**config.mk**
```make
export PLATFORM = sky130hd
export DESIGN_NAME = regfile_mp
export DESIGN_NICKNAME = d
export VERILOG_FILES = /design/src/rtl/regfile_mp.sv
export SDC_FILE = /design/constraint.sdc
export NUM_CORES = 2
export LEC_CHECK = 0
export CORE_ASPECT_RATIO = 2
export CORE_UTILIZATION = 25
export CTS_CLUSTER_DIAMETER = 40
export DETAILED_ROUTE_END_ITERATION = 8
export GPL_ROUTABILITY_DRIVEN = 0
export SETUP_SLACK_MARGIN = 0.02
export SLEW_MARGIN = 30
export SYNTH_ARGS = -nofsm -noshare
export SYNTH_HDL_FRONTEND = slang
export SYNTH_SLANG_ARGS = --single-unit
```
**constraint.sdc**
```tcl
create_clock -name Clk -period 4.28 [get_ports Clk]
set_input_delay 1.07 -clock Clk [delete_from_list [all_inputs] [get_ports Clk]]
set_output_delay 1.07 -clock Clk [all_outputs]
set_load 0.02 [all_outputs]
```
**src/rtl/regfile_mp.sv**
```systemverilog
// Parametrised multi-port register file with two prioritised write ports and a hardware clear sweep.
// Optional same-cycle write-to-read forwarding is enabled by defining REGFILE_MP_BYPASS_EN.
module regfile_mp #(
  parameter int DATA_W   = 32,
  parameter int ADDR_W   = 5,
  parameter int NUM_RD   = 2,
  parameter int ZERO_REG = 1
) (
  input  logic                       Clk,
  input  logic                       Reset,
  input  logic [NUM_RD*ADDR_W-1:0]   RAddr,
  output logic [NUM_RD*DATA_W-1:0]   RData,
  input  logic                       WEn0,
  input  logic [ADDR_W-1:0]          WAddr0,
  input  logic [DATA_W-1:0]          WData0,
  input  logic                       WEn1,
  input  logic [ADDR_W-1:0]          WAddr1,
  input  logic [DATA_W-1:0]          WData1,
  input  logic                       Init,
  output logic                       Ready,
  output logic                       WConflict
);

  localparam int DEPTH = 1 << ADDR_W;
  localparam logic ST_INIT = 1'b0;
  localparam logic ST_RUN  = 1'b1;
  localparam logic [ADDR_W-1:0] LAST = {ADDR_W{1'b1}};

  logic              state;
  logic [ADDR_W-1:0] ptr;
  logic [DATA_W-1:0] mem [DEPTH];

  logic run;
  logic wr_ok;
  logic en0;
  logic en1;
  logic same_addr;

  // Writes only land in RUN on cycles that are not being turned into a re-clear.
  assign run       = (state == ST_RUN);
  assign wr_ok     = run && !Init;
  assign en0       = WEn0 && !(ZERO_REG != 0 && WAddr0 == '0);
  assign en1       = WEn1 && !(ZERO_REG != 0 && WAddr1 == '0);
  assign same_addr = (WAddr0 == WAddr1);
  assign Ready     = run;

  always_ff @(posedge Clk or negedge Reset) begin
    if (!Reset) begin
      state <= ST_INIT;
      ptr   <= '0;
    end else if (state == ST_INIT) begin
      if (ptr == LAST) begin
        state <= ST_RUN;
      end else begin
        ptr <= ptr + 1'b1;
      end
    end else if (Init) begin
      state <= ST_INIT;
      ptr   <= '0;
    end
  end

  always_ff @(posedge Clk or negedge Reset) begin
    if (!Reset) begin
      WConflict <= 1'b0;
    end else begin
      WConflict <= wr_ok && en0 && en1 && same_addr;
    end
  end

  // Array has no reset; the sweep clears it and always wins over the ports.
  always_ff @(posedge Clk) begin
    if (!run) begin
      mem[ptr] <= '0;
    end else if (!Init) begin
      if (en0 && !(en1 && same_addr)) begin
        mem[WAddr0] <= WData0;
      end
      if (en1) begin
        mem[WAddr1] <= WData1;
      end
    end
  end

  always_comb begin
    logic [ADDR_W-1:0] ra;
    logic [DATA_W-1:0] rd;
    RData = '0;
    ra    = '0;
    rd    = '0;
    for (int k = 0; k < NUM_RD; k++) begin
      ra = RAddr[k*ADDR_W +: ADDR_W];
      rd = mem[ra];
`ifdef REGFILE_MP_BYPASS_EN
      if (wr_ok && en1 && WAddr1 == ra) begin
        rd = WData1;
      end else if (wr_ok && en0 && WAddr0 == ra) begin
        rd = WData0;
      end
`endif
      if (!run || (ZERO_REG != 0 && ra == '0)) begin
        rd = '0;
      end
      RData[k*DATA_W +: DATA_W] = rd;
    end
  end

endmodule
```
==> results_dict.tcl <==
set metrics [dict create \
    grt_pass1_wl_mm 337 \
    cellLeakagePower_uw 0.0251 \
    startpoint_type "input port" \
    die_w_um 346 \
    synth.distinct_cells 53 \
    cts_tree "yes" \
    postRouteAntennaNets 0 \
    first_global_vias 45200 \
    drt_iter0_markers 6262 \
    ioPinCount 155 \
    ys_ff_latch 1031 \
    antenna_found_initial 22 \
    tightest_slew_ps 1050 \
    relSlewSlack 0.299 \
    clkSlewWorstSetupHoldPaths_ps 50 \
    drt-total-wl_mm 244 \
    violations "setup timing" \
    detail_route.vias_per_cell 5.57 \
    r2r_start "Ready" \
    synthTopCellsByCount "nand2_1, edfxtp_1, o21ai_1" \
    ctsHoldBuffers 0 \
    synthTopCellsByArea "edfxtp_1, mux4_2, o21ai_1" \
    maxSlewViolCount 0 \
    synth_ff_type "edfxtp_1" \
    synth_async_sr_flop_share 0.00679 \
    yosysMostFrequentCell "nand2_1" \
    port_buffers 154 \
    syn_avg_cell_area_um2 12.3 \
    initial_core_util 0.251 \
    cts-root-buf "clkbuf_16" \
    nNetsFinal 5066 \
    netlist_instances 4798 \
    wl_per_cell_um 30.0 \
    die_h_um 690 \
    cp.required_ps 3210 \
    finish.utilization 0.309 \
    synth_area_um2 59100 \
    clock-sinks 1031 \
    dr_total_vias 45400 \
    cts_max_level 4 \
    powerDensity_nw_per_um2 419 \
    ir_drop_v 0.000378 \
    p_total_uw 30500 \
    yosysTopAreaCellShare 0.520 \
    firstDrtPassIters 6 \
    drcViolationCount 0 \
    synth-edff-count 1024 \
    ys_seq_area_frac 0.523 \
    clk_latency_ps 810 \
    grt_setup_unrepaired "yes" \
    status "finished with violations" \
    r2r_slack_ps 1210 \
    place_hpwl_mm 151 \
    syn_nets 4889 \
    setup-violations-final 1 \
    cts_buffer_depth 3 \
    arrival_ps 3230 \
    finalCritPeriodShare 1.01 \
    timing.rr.end "mem[1][15]" \
    core_region_area_um2 235000 \
    setup_ws_ps -23.8 \
    timing.final.crit_period_ps 4300 \
    areaGrowthSynthToFinish_pct 23.0 \
    yosys.area.top_type "edfxtp_1" \
    die-area_um2 238000 \
    fmax_mhz 232 \
    endpoint_kind "output pin" \
    r2r_cells 6 \
    grt_max_degree 65 \
    finalHoldViolCount 0 \
    rows 252 \
    yosys_warnings 0 \
    overflow 0 \
    drv_cap 0 \
    numCtsBuffers 138 \
    hold_path.class "in2async" \
    path_max_fanout 18 \
    drive_above_1_share 0.281 \
    critPathKind "in2out" \
    grtUsageTotal 0.200 \
    fin_skew_ps 34.2 \
]
flip-flops by register name (all words and copies together) (netlist names):
signal,count
ptr,5
WConflict,1
mem,1024
Ready,1
area by class of cell:
type / instances / area, µm²
Fill cell: 23200 / 162000
Sequential cell: 1031 / 30900
Multi-Input combinational cell: 3137 / 26100
Timing Repair Buffer: 630 / 7060
Tap cell: 3048 / 3810
Clock buffer: 154 / 3580
Clock inverter: 96 / 1090
Inverter: 37 / 139
Antenna cell: 12 / 30.0
what timing repair did:
action                                  in CTS  in global routing
setup buffers                                8                 17
pin swaps                                   10                  4
resized for setup                          166                 44
gates cloned                                 4                  6
endpoints found under the setup margin      63                 35
where the power goes:
part / total (µW) / switching (µW) / internal, µW / leakage [µW]
clock: 11900 / 4820 / 7130 / 0.00223
sequential: 12600 / 427 / 12200 / 0.00999
combinational: 5890 / 3620 / 2270 / 0.0129
total: 30500 / 8860 / 21600 / 0.0251
metal layers:
layer | vias to the layer above | share of wire | track usage
met5 | - | 0.00021 | 0
met4 | 10 | 0.087 | 0.155
met3 | 1009 | 0.11 | 0.0457
met2 | 3231 | 0.47 | 0.331
met1 | 22400 | 0.33 | 0.224
li1 | 18700 | - | -
layout by cell type (no fill, tap or decap), types with 17 or more instances in the layout:
master | synthesis | routed
clkdlybuf4s50_1 | 0 | 55
clkinv_1 | 0 | 20
buf_4 | 28 | 331
edfxtp_1 | 1024 | 1024
clkbuf_16 | 0 | 146
o21bai_4 | 0 | 23
mux4_2 | 512 | 512
mux2i_1 | 259 | 243
or2_4 | 0 | 23
bufinv_16 | 0 | 17
or2_1 | 64 | 41
inv_1 | 37 | 37
o21ai_0 | 156 | 156
buf_12 | 0 | 136
buf_2 | 258 | 43
o21ai_1 | 841 | 841
nand2_1 | 1034 | 1034
buf_6 | 5 | 21
o22ai_1 | 136 | 124
critical path, cell delays in order:
cell and delay [ps]:
clkdlybuf4s50_1 460, buf_4 180, nand3b_1 230, buf_12 230
buf_4 210, o22ai_1 280, or2_1 320, buf_4 220
kinds of logic after synthesis:
kind of cell / count (synthesis) / share of synthesized area
compound gates: 1180 / 0.106
mux: 771 / 0.239
buf+inv: 630 / 0.0479
xor+xnor: 8 / 0.00131
flops: 1031 / 0.523
fa+ha+maj: 2 / 0.000423
simple gates: 1176 / 0.0823
worst max-delay path by stage:
stage | cells past startpoint | slack (ps) | startpoint | endpoint
6_report | 8 | -20 | RAddr[9] | RData[50]
5_1_grt | 10 | 7 | RAddr[5] | RData[45]
2_1_floorplan | 8 | -80 | WAddr1[3] | mem[24][0]
3_3_place_gp | 6 | -510 | RAddr[9] | RData[36]
3_5_place_dp | 6 | -500 | RAddr[9] | RData[36]
4_1_cts | 10 | 20 | RAddr[5] | RData[35]
per-stage QoR:
step / cell area [µm²] / hold slack, ps / worst slack, ps / setup TNS, ps / cells
detailed placement: 67200 / 653 / -502 / -15590 / 7849
global placement: 67400 / 614 / -511 / -16060 / 7849
global route: 72700 / 609 / 6.81 / 0 / 8138
floorplan: 59200 / 558 / -75.5 / -9660 / 4798
CTS: 72300 / 578 / 18.3 / 0 / 8111
finish: 72700 / 601 / -23.8 / -23.8 / 8145
(Power assumes the default switching activity.)
